[src/rtl/response_serializer_if.sv]
// Handshake bundle between the register read port, the response serializer and the UART TX.
// The slave modport is the serializer's view; the master modport is the surrounding logic's view.
interface response_serializer_if #(
  parameter int WORD_WIDTH  = 8,
  parameter int ADDR_WORDS  = 1,
  parameter int VALUE_WORDS = 4
);
  logic                              i_valid;
  logic                              o_ready;
  logic                              i_nack;
  logic [WORD_WIDTH*ADDR_WORDS-1:0]  i_addr;
  logic [WORD_WIDTH*VALUE_WORDS-1:0] i_value;
  logic [WORD_WIDTH-1:0]             o_tx_data;
  logic                              o_tx_valid;
  logic                              i_tx_ready;
  logic                              o_busy;

  modport slave (
    input  i_valid, i_nack, i_addr, i_value, i_tx_ready,
    output o_ready, o_tx_data, o_tx_valid, o_busy
  );

  modport master (
    output i_valid, i_nack, i_addr, i_value, i_tx_ready,
    input  o_ready, o_tx_data, o_tx_valid, o_busy
  );
endinterface

[src/rtl/response_serializer.sv]
// Serializes one register-read response (header, address, value) or a single-word NACK
// into a byte stream for the UART transmitter, most significant word first.
module response_serializer #(
  parameter int                    WORD_WIDTH  = 8,
  parameter int                    ADDR_WORDS  = 1,
  parameter int                    VALUE_WORDS = 4,
  parameter logic [WORD_WIDTH-1:0] RESP_HDR    = 8'h52,
  parameter logic [WORD_WIDTH-1:0] NACK_HDR    = 8'h6E
) (
  input  logic                 clk,
  input  logic                 i_reset_n,
  response_serializer_if.slave bus
);

  localparam int FRAME_WORDS = 1 + ADDR_WORDS + VALUE_WORDS;
  localparam int FRAME_BITS  = WORD_WIDTH * FRAME_WORDS;
  localparam int CNT_W       = $clog2(FRAME_WORDS + 1);

  typedef enum logic {
    IDLE = 1'b0,
    SEND = 1'b1
  } state_t;

  state_t                  state, state_next;
  logic [FRAME_BITS-1:0]   shift_reg, shift_next;
  logic [CNT_W-1:0]        count, count_next;
  logic [CNT_W-1:0]        frame_len, len_next;
  logic                    last_word;

  always_ff @(posedge clk or negedge i_reset_n) begin
    if (!i_reset_n) begin
      state     <= IDLE;
      shift_reg <= '0;
      count     <= '0;
      frame_len <= '0;
    end else begin
      state     <= state_next;
      shift_reg <= shift_next;
      count     <= count_next;
      frame_len <= len_next;
    end
  end

  assign last_word = (count == frame_len - CNT_W'(1));

  // A NACK reuses the same shift path but stops after the header word.
  always_comb begin
    state_next = state;
    shift_next = shift_reg;
    count_next = count;
    len_next   = frame_len;
    case (state)
      IDLE: begin
        if (bus.i_valid) begin
          shift_next = {(bus.i_nack ? NACK_HDR : RESP_HDR), bus.i_addr, bus.i_value};
          len_next   = bus.i_nack ? CNT_W'(1) : CNT_W'(FRAME_WORDS);
          count_next = '0;
          state_next = SEND;
        end
      end
      SEND: begin
        if (bus.i_tx_ready) begin
          shift_next = {shift_reg[FRAME_BITS-WORD_WIDTH-1:0], {WORD_WIDTH{1'b0}}};
          count_next = count + CNT_W'(1);
          if (last_word) begin
            state_next = IDLE;
          end
        end
      end
      default: state_next = IDLE;
    endcase
  end

  // Outputs come straight from registers, so they hold steady through any TX stall.
  assign bus.o_ready    = (state == IDLE);
  assign bus.o_tx_valid = (state == SEND);
  assign bus.o_busy     = (state == SEND);
  assign bus.o_tx_data  = shift_reg[FRAME_BITS-1 -: WORD_WIDTH];

endmodule

[src/flat_wrapper.sv]
// flat-port wrapper written by rule: the top's interface ports become plain ports
module response_serializer_flat 
#(
  parameter int                    WORD_WIDTH  = 8,
  parameter int                    ADDR_WORDS  = 1,
  parameter int                    VALUE_WORDS = 4,
  parameter logic [WORD_WIDTH-1:0] RESP_HDR    = 8'h52,
  parameter logic [WORD_WIDTH-1:0] NACK_HDR    = 8'h6E
)
  (clk, i_reset_n, bus_i_valid, bus_i_nack, bus_i_addr, bus_i_value, bus_i_tx_ready, bus_o_ready, bus_o_tx_data, bus_o_tx_valid, bus_o_busy);
  response_serializer_if #(.WORD_WIDTH(WORD_WIDTH), .ADDR_WORDS(ADDR_WORDS), .VALUE_WORDS(VALUE_WORDS)) bus_i ();
  input  logic clk;
  input  logic i_reset_n;
  input wire logic [$bits(bus_i.i_valid)-1:0] bus_i_valid;
  input wire logic [$bits(bus_i.i_nack)-1:0] bus_i_nack;
  input wire logic [$bits(bus_i.i_addr)-1:0] bus_i_addr;
  input wire logic [$bits(bus_i.i_value)-1:0] bus_i_value;
  input wire logic [$bits(bus_i.i_tx_ready)-1:0] bus_i_tx_ready;
  output wire logic [$bits(bus_i.o_ready)-1:0] bus_o_ready;
  output wire logic [$bits(bus_i.o_tx_data)-1:0] bus_o_tx_data;
  output wire logic [$bits(bus_i.o_tx_valid)-1:0] bus_o_tx_valid;
  output wire logic [$bits(bus_i.o_busy)-1:0] bus_o_busy;
  assign bus_i.i_valid = bus_i_valid;
  assign bus_i.i_nack = bus_i_nack;
  assign bus_i.i_addr = bus_i_addr;
  assign bus_i.i_value = bus_i_value;
  assign bus_i.i_tx_ready = bus_i_tx_ready;
  assign bus_o_ready = bus_i.o_ready;
  assign bus_o_tx_data = bus_i.o_tx_data;
  assign bus_o_tx_valid = bus_i.o_tx_valid;
  assign bus_o_busy = bus_i.o_busy;
  response_serializer #(.WORD_WIDTH(WORD_WIDTH), .ADDR_WORDS(ADDR_WORDS), .VALUE_WORDS(VALUE_WORDS), .RESP_HDR(RESP_HDR), .NACK_HDR(NACK_HDR)) u_core (.clk(clk), .i_reset_n(i_reset_n), .bus(bus_i));
endmodule
[config.mk]
export PLATFORM = sky130hd
export DESIGN_NAME = response_serializer_flat
export DESIGN_NICKNAME = d
export VERILOG_FILES = /design/src/rtl/response_serializer_if.sv /design/src/rtl/response_serializer.sv /design/src/flat_wrapper.sv
export SDC_FILE = /design/constraint.sdc
export NUM_CORES = 1
export LEC_CHECK = 0
export BUFFER_PORTS_ARGS = -buffer_cell sky130_fd_sc_hd__buf_2
export CORE_MARGIN = 1
export CORE_UTILIZATION = 50
export CTS_BUF_LIST = sky130_fd_sc_hd__clkbuf_8
export CTS_CLUSTER_DIAMETER = 30
export DETAILED_ROUTE_END_ITERATION = 16
export PLACE_DENSITY = 0.78
export SLEW_MARGIN = 20
export SYNTH_ARGS = -nofsm -noshare
export SYNTH_HDL_FRONTEND = slang
export SYNTH_SLANG_ARGS = --single-unit
[constraint.sdc]
create_clock -name clk -period 1.3 [get_ports clk]
set_input_delay 0.195 -clock clk [delete_from_list [all_inputs] [get_ports clk]]
set_output_delay 0.195 -clock clk [all_outputs]
set_load 0.01 [all_outputs]
# [After elaboration in Yosys (flattened, before gate mapping)]
# Cells that the tools add are included.
[totals] reg_bits=55 inputBits=45 output_inout_bits=11 word_cells=24
[op_classes] add_sub_neg=2 n_eq_ne=3 n_mux=12 bitwise=1 n_reduce_logical=2
[op_table] cell="$mux W48" n=2
[op_table] cell="$pmux W48 S2" n=1
[op_table] cell="$mux W3" n=3
[op_table] cell="$mux W6" n=1
[op_table] cell="$pmux W3 S2" n=1
[op_table] cell="$ne A2 B2 Y1 const B" n=2
[op_table] cell="$reduce_and A2 Y1" n=2
[op_table] cell="$add A3 B1 Y3 const B" n=1
[op_table] cell="$eq A3 B3 Y1" n=1
[op_table] cell="$mux W1" n=3
[op_table] cell="$sub A3 B1 Y3 const B" n=1
[op_table] cell="$pmux W1 S2" n=1
[op_table] cell="$not A1 Y1" n=1

# [Logic depth before layout (Yosys ltp)]
[logic_depth] word_depth=5 ltp_mapped=6 ltp_nobuf=5

# [Worst setup path after synthesis]
# Ideal clock, no wire load.
[synth_timing] path_kind="register to register" from="register u_core.state, in the netlist u_core.bus.o_busy" to="register u_core.shift_reg[44]" setup_ns=0.125 arrival_ns=1.300 required_time_ns=1.175 slack_ns=-0.126 stages_incl_launch_ff=5 period_less_slack_ns=1.426 cell_sequence="dfrtp_1 > buf_4 > mux2i_4 > buf_6 > mux2_4"
[synth_between] elab_chain_cells=3
[synth_lines] element="from (decl)" line="response_serializer.sv:24" text="state_t state, state_next;"
[synth_lines] element="from (signal assigned)" line="response_serializer.sv:37" text="state <= state_next;"
[synth_lines] element="$not A1 Y1 (no line)"
[synth_lines] element="$ne A2 B2 Y1 (no line)"
[synth_lines] element="$reduce_and A2 Y1 (no line)"
[synth_lines] element="to (signal assigned)" line="response_serializer.sv:38" text="shift_reg <= shift_next;"
[synth_lines] element="to (decl)" line="response_serializer.sv:25" text="logic [FRAME_BITS-1:0] shift_reg, shift_next;"
# Parallel ways exist; a longest one is shown, timed or not.
# A chain may end at the register's enable or synchronous reset.

# [Worst setup path in the final report]
# Same ends and word-level chain as after synthesis.

==> flow_metrics.py <==
metrics = {
    "floorplan": {
        "dieArea_um2": 5312,
        "rows": 25,
        "die-width_um": 72.89,
        "die_y_um": 72.89,
        "start_util": 0.5250,
        "io_pins": 56,
        "coreArea_um2": 4786,
    },
    "synthesis": {
        "synth-compound-area-share": 0.1235,
        "ys_seq_area_frac": 0.5378,
        "syn_area_um2": 2512,
        "synthXorXnorAreaFrac": 0.01743,
        "synthMuxAreaShare": 0.1708,
        "syn-instance-count": 231,
        "ys_ff_latch": 54,
        "synth_fa_ha_area_frac": 0.009960,
        "synth-simple-area-share": 0.07321,
        "synth_top_family_by_area": "multiplexers",
        "yosys_warnings": 0,
        "synth.distinct_cells": 22,
        "syn_area_per_cell_um2": 10.88,
        "synthesis.nets": 278,
    },
    "cells_and_area": {
        "antenna_cells": 0,
        "area.growth.synth_to_final_pct": 20.07,
        "final_cells": 354,
        "final_common_cell": "buf_2",
        "drive_above_1_share": 0.2962,
        "layout_common_cells": "buf_2, dfrtp_1, nand2_1, mux2i_1, o21ai_1",
        "stdcell_area_um2": 3017,
        "final_nets": 333,
        "fill_cells": 431,
        "largest_reg_flops": 48,
    },
    "worst_hold_path": {
        "hold_class": "input pin to flop",
    },
    "critical_path": {
        "critPathArrivalTime_ns": 1.59,
        "critPathMaxFanout": 5,
        "crit_path_end_kind": "flop",
        "critical_path_class": "flop to flop",
        "crit_required_ns": 1.50,
        "cp-start-kind": "flop",
    },
    "power_and_ir_drop": {
        "leakagePower_nw": 1.623,
        "power_mw": 5.399,
        "internal-power_mw": 3.609,
        "peakVddDrop_uv": 959.2,
        "clock_power_share": 0.174,
        "seqPwrFrac": 0.505,
        "swShare": 0.3315,
        "power.density_nw_per_um2": 1790,
        "p_sw_mw": 1.789,
        "p_comb_frac": 0.321,
    },
    "timing": {
        "min_period_over_period": 1.071,
        "fmaxAchievable_mhz": 718.3,
        "rsz0062_at_grt": "yes",
        "hold_viol": 0,
        "fin_ws_ns": -0.09214,
        "worstMarginPinSlew_ns": 0.4053,
        "setup_viol": 20,
        "slew_violations": 0,
        "relSlewSlack": 0.7298,
        "skew_ns": 0.004541,
        "min_period_ns": 1.392,
        "fin_hold_ws_ns": 0.09490,
    },
    "drt": {
        "top_layer_used": "met4",
        "dr_wl_met3_um": 206,
        "drt-met1-wl_mm": 2.395,
        "vias": 1809,
        "first_iter_violations": 125,
        "met2_length_mm": 2.350,
        "route.detailed.drc": 0,
        "postRouteAntennaNets": 0,
        "viasPerCell": 5.110,
        "routed_wl_mm": 5.011,
        "drt_first_pass_iters": 4,
        "detail_route.wl_per_cell_um": 14.16,
    },
    "place": {
        "place_area_um2": 2818,
        "place_congestion": 0.7661,
        "place_ws_ns": 0.04643,
        "place_inst": 341,
        "portBuffers": 55,
        "hpwl_mm": 3.391,
    },
    "grt": {
        "grt_max_degree": 45,
        "grt-ovfl-total": 0,
        "antenna_found_initial": 0,
        "grt_pass1_vias": 1681,
        "grt_first_pass_wirelength_mm": 7.859,
        "grt_usage": 0.1980,
    },
    "clock_tree": {
        "clkTransAtPathRegs_ns": 0.09,
        "cts_made_buffers": 5,
        "insertion_delay_ns": 0.30,
        "cts_tree": "done",
        "clock-root-buffer": "clkbuf_8",
        "htree_levels": 2,
        "cts.sinks": 54,
        "cts_max_path_buffers": 2,
    },
    "status": {
        "violations": "setup timing",
        "outcome": "complete, but fails checks",
    },
    "flow_run": {
        "maxCapViolations": 0,
    },
}
[worst max-delay path: stages (launching register included)]
cell	delay, ns
dfrtp_2	0.44
buf_12	0.13
mux2i_4	0.18
buf_12	0.14
buf_6	0.11
mux2_4	0.28
[power by group through the flow]
stage               combinational, mW  clock [mW]  sequential [mW]
floorplan                        1.32           0             2.62
global placement                 1.51           0             2.70
detailed placement               1.59           0             2.74
CTS                              1.64       0.970             2.71
global route                     1.97        1.02             2.79
finish                           1.73       0.940             2.73
[worst paths after layout]
kind | start | end | slack, ns | depth (start not counted)
max | u_core.bus.o_busy | u_core.shift_reg[44] | -0.09 | 5
min | bus_i_nack | u_core.frame_len[1] | 0.09 | 2
max reg2reg | u_core.bus.o_busy | u_core.shift_reg[44] | -0.09 | 5
min reg2reg | u_core.shift_reg[33] | u_core.shift_reg[33] | 0.49 | 2
max in group asynchronous | i_reset_n | u_core.bus.o_busy | 0.55 | 3
min in group asynchronous | i_reset_n | u_core.count[0] | 0.40 | 3
[through the flow]
| stage | utilization | setup TNS, ns |
|---|---|---|
| global route | 0.6303 | -1.988 |
| detailed placement | 0.5888 | 0 |
| finish | 0.6303 | -0.5828 |
| global placement | 0.5888 | 0 |
| CTS | 0.6154 | -0.8621 |
| floorplan | - | -0.1028 |
[cell usage after synthesis]
| cell type | instances | area [um2] |
|---|---|---|
| buf_4 | 10 | 75.07 |
| a41oi_1 | 1 | 8.760 |
| clkbuf_2 | 3 | 15.01 |
| buf_6 | 2 | 22.52 |
| xor2_1 | 3 | 26.28 |
| a21oi_1 | 6 | 30.03 |
| a22o_1 | 8 | 70.07 |
| ha_1 | 2 | 25.02 |
| mux2i_1 | 38 | 380.4 |
| nand2_1 | 41 | 153.9 |
| nor2_1 | 2 | 7.510 |
| dfrtp_1 | 54 | 1351 |
| mux2_1 | 1 | 11.26 |
| o22ai_1 | 1 | 6.260 |
| nor2b_1 | 2 | 12.51 |
| nor3_1 | 2 | 10.01 |
| buf_2 | 9 | 45.04 |
| mux2_4 | 1 | 15.01 |
| o21ai_0 | 39 | 195.2 |
| mux2i_4 | 1 | 22.52 |
| xnor2_1 | 2 | 17.52 |
| inv_1 | 3 | 11.26 |
[final cells by class]
cell class	instances	area (um2)	share of cell area
Timing Repair Buffer	72	475.5	0.1576
Multi-Input combinational cell	150	999.7	0.3314
Sequential cell	54	1353	0.4484
Tap cell	67	83.83	0.02779
Clock inverter	2	8.758	0.002903
Inverter	3	13.76	0.004562
Clock buffer	6	82.58	0.02737
[repair_timing]
action                                  CTS  global route
hold buffers                              1             0
buffers inserted                          1             2
endpoints found under the hold margin    54             0
endpoints found under the setup margin    1            49
gates resized for setup                   4            26
cloned                                    0             1
[cells by family (layout without fill, tap and decap cells)]
logic type / count (synthesis) / count (layout)
adder cells (fa/ha/maj): 2 / 2
buffers and inverters: 27 / 83
multiplexers: 41 / 41
flip-flops: 54 / 54
AO/OA/AOI/OAI: 55 / 55
AND/OR/NAND/NOR: 47 / 47
XOR/XNOR: 5 / 5
[metal layers]
layer,up-vias,global-route usage
met3,8,0.04144
met4,0,0.05882
li1,897,-
met5,-,0
met1,850,0.2773
met2,54,0.3126
Power figures use the tool's default switching activity.
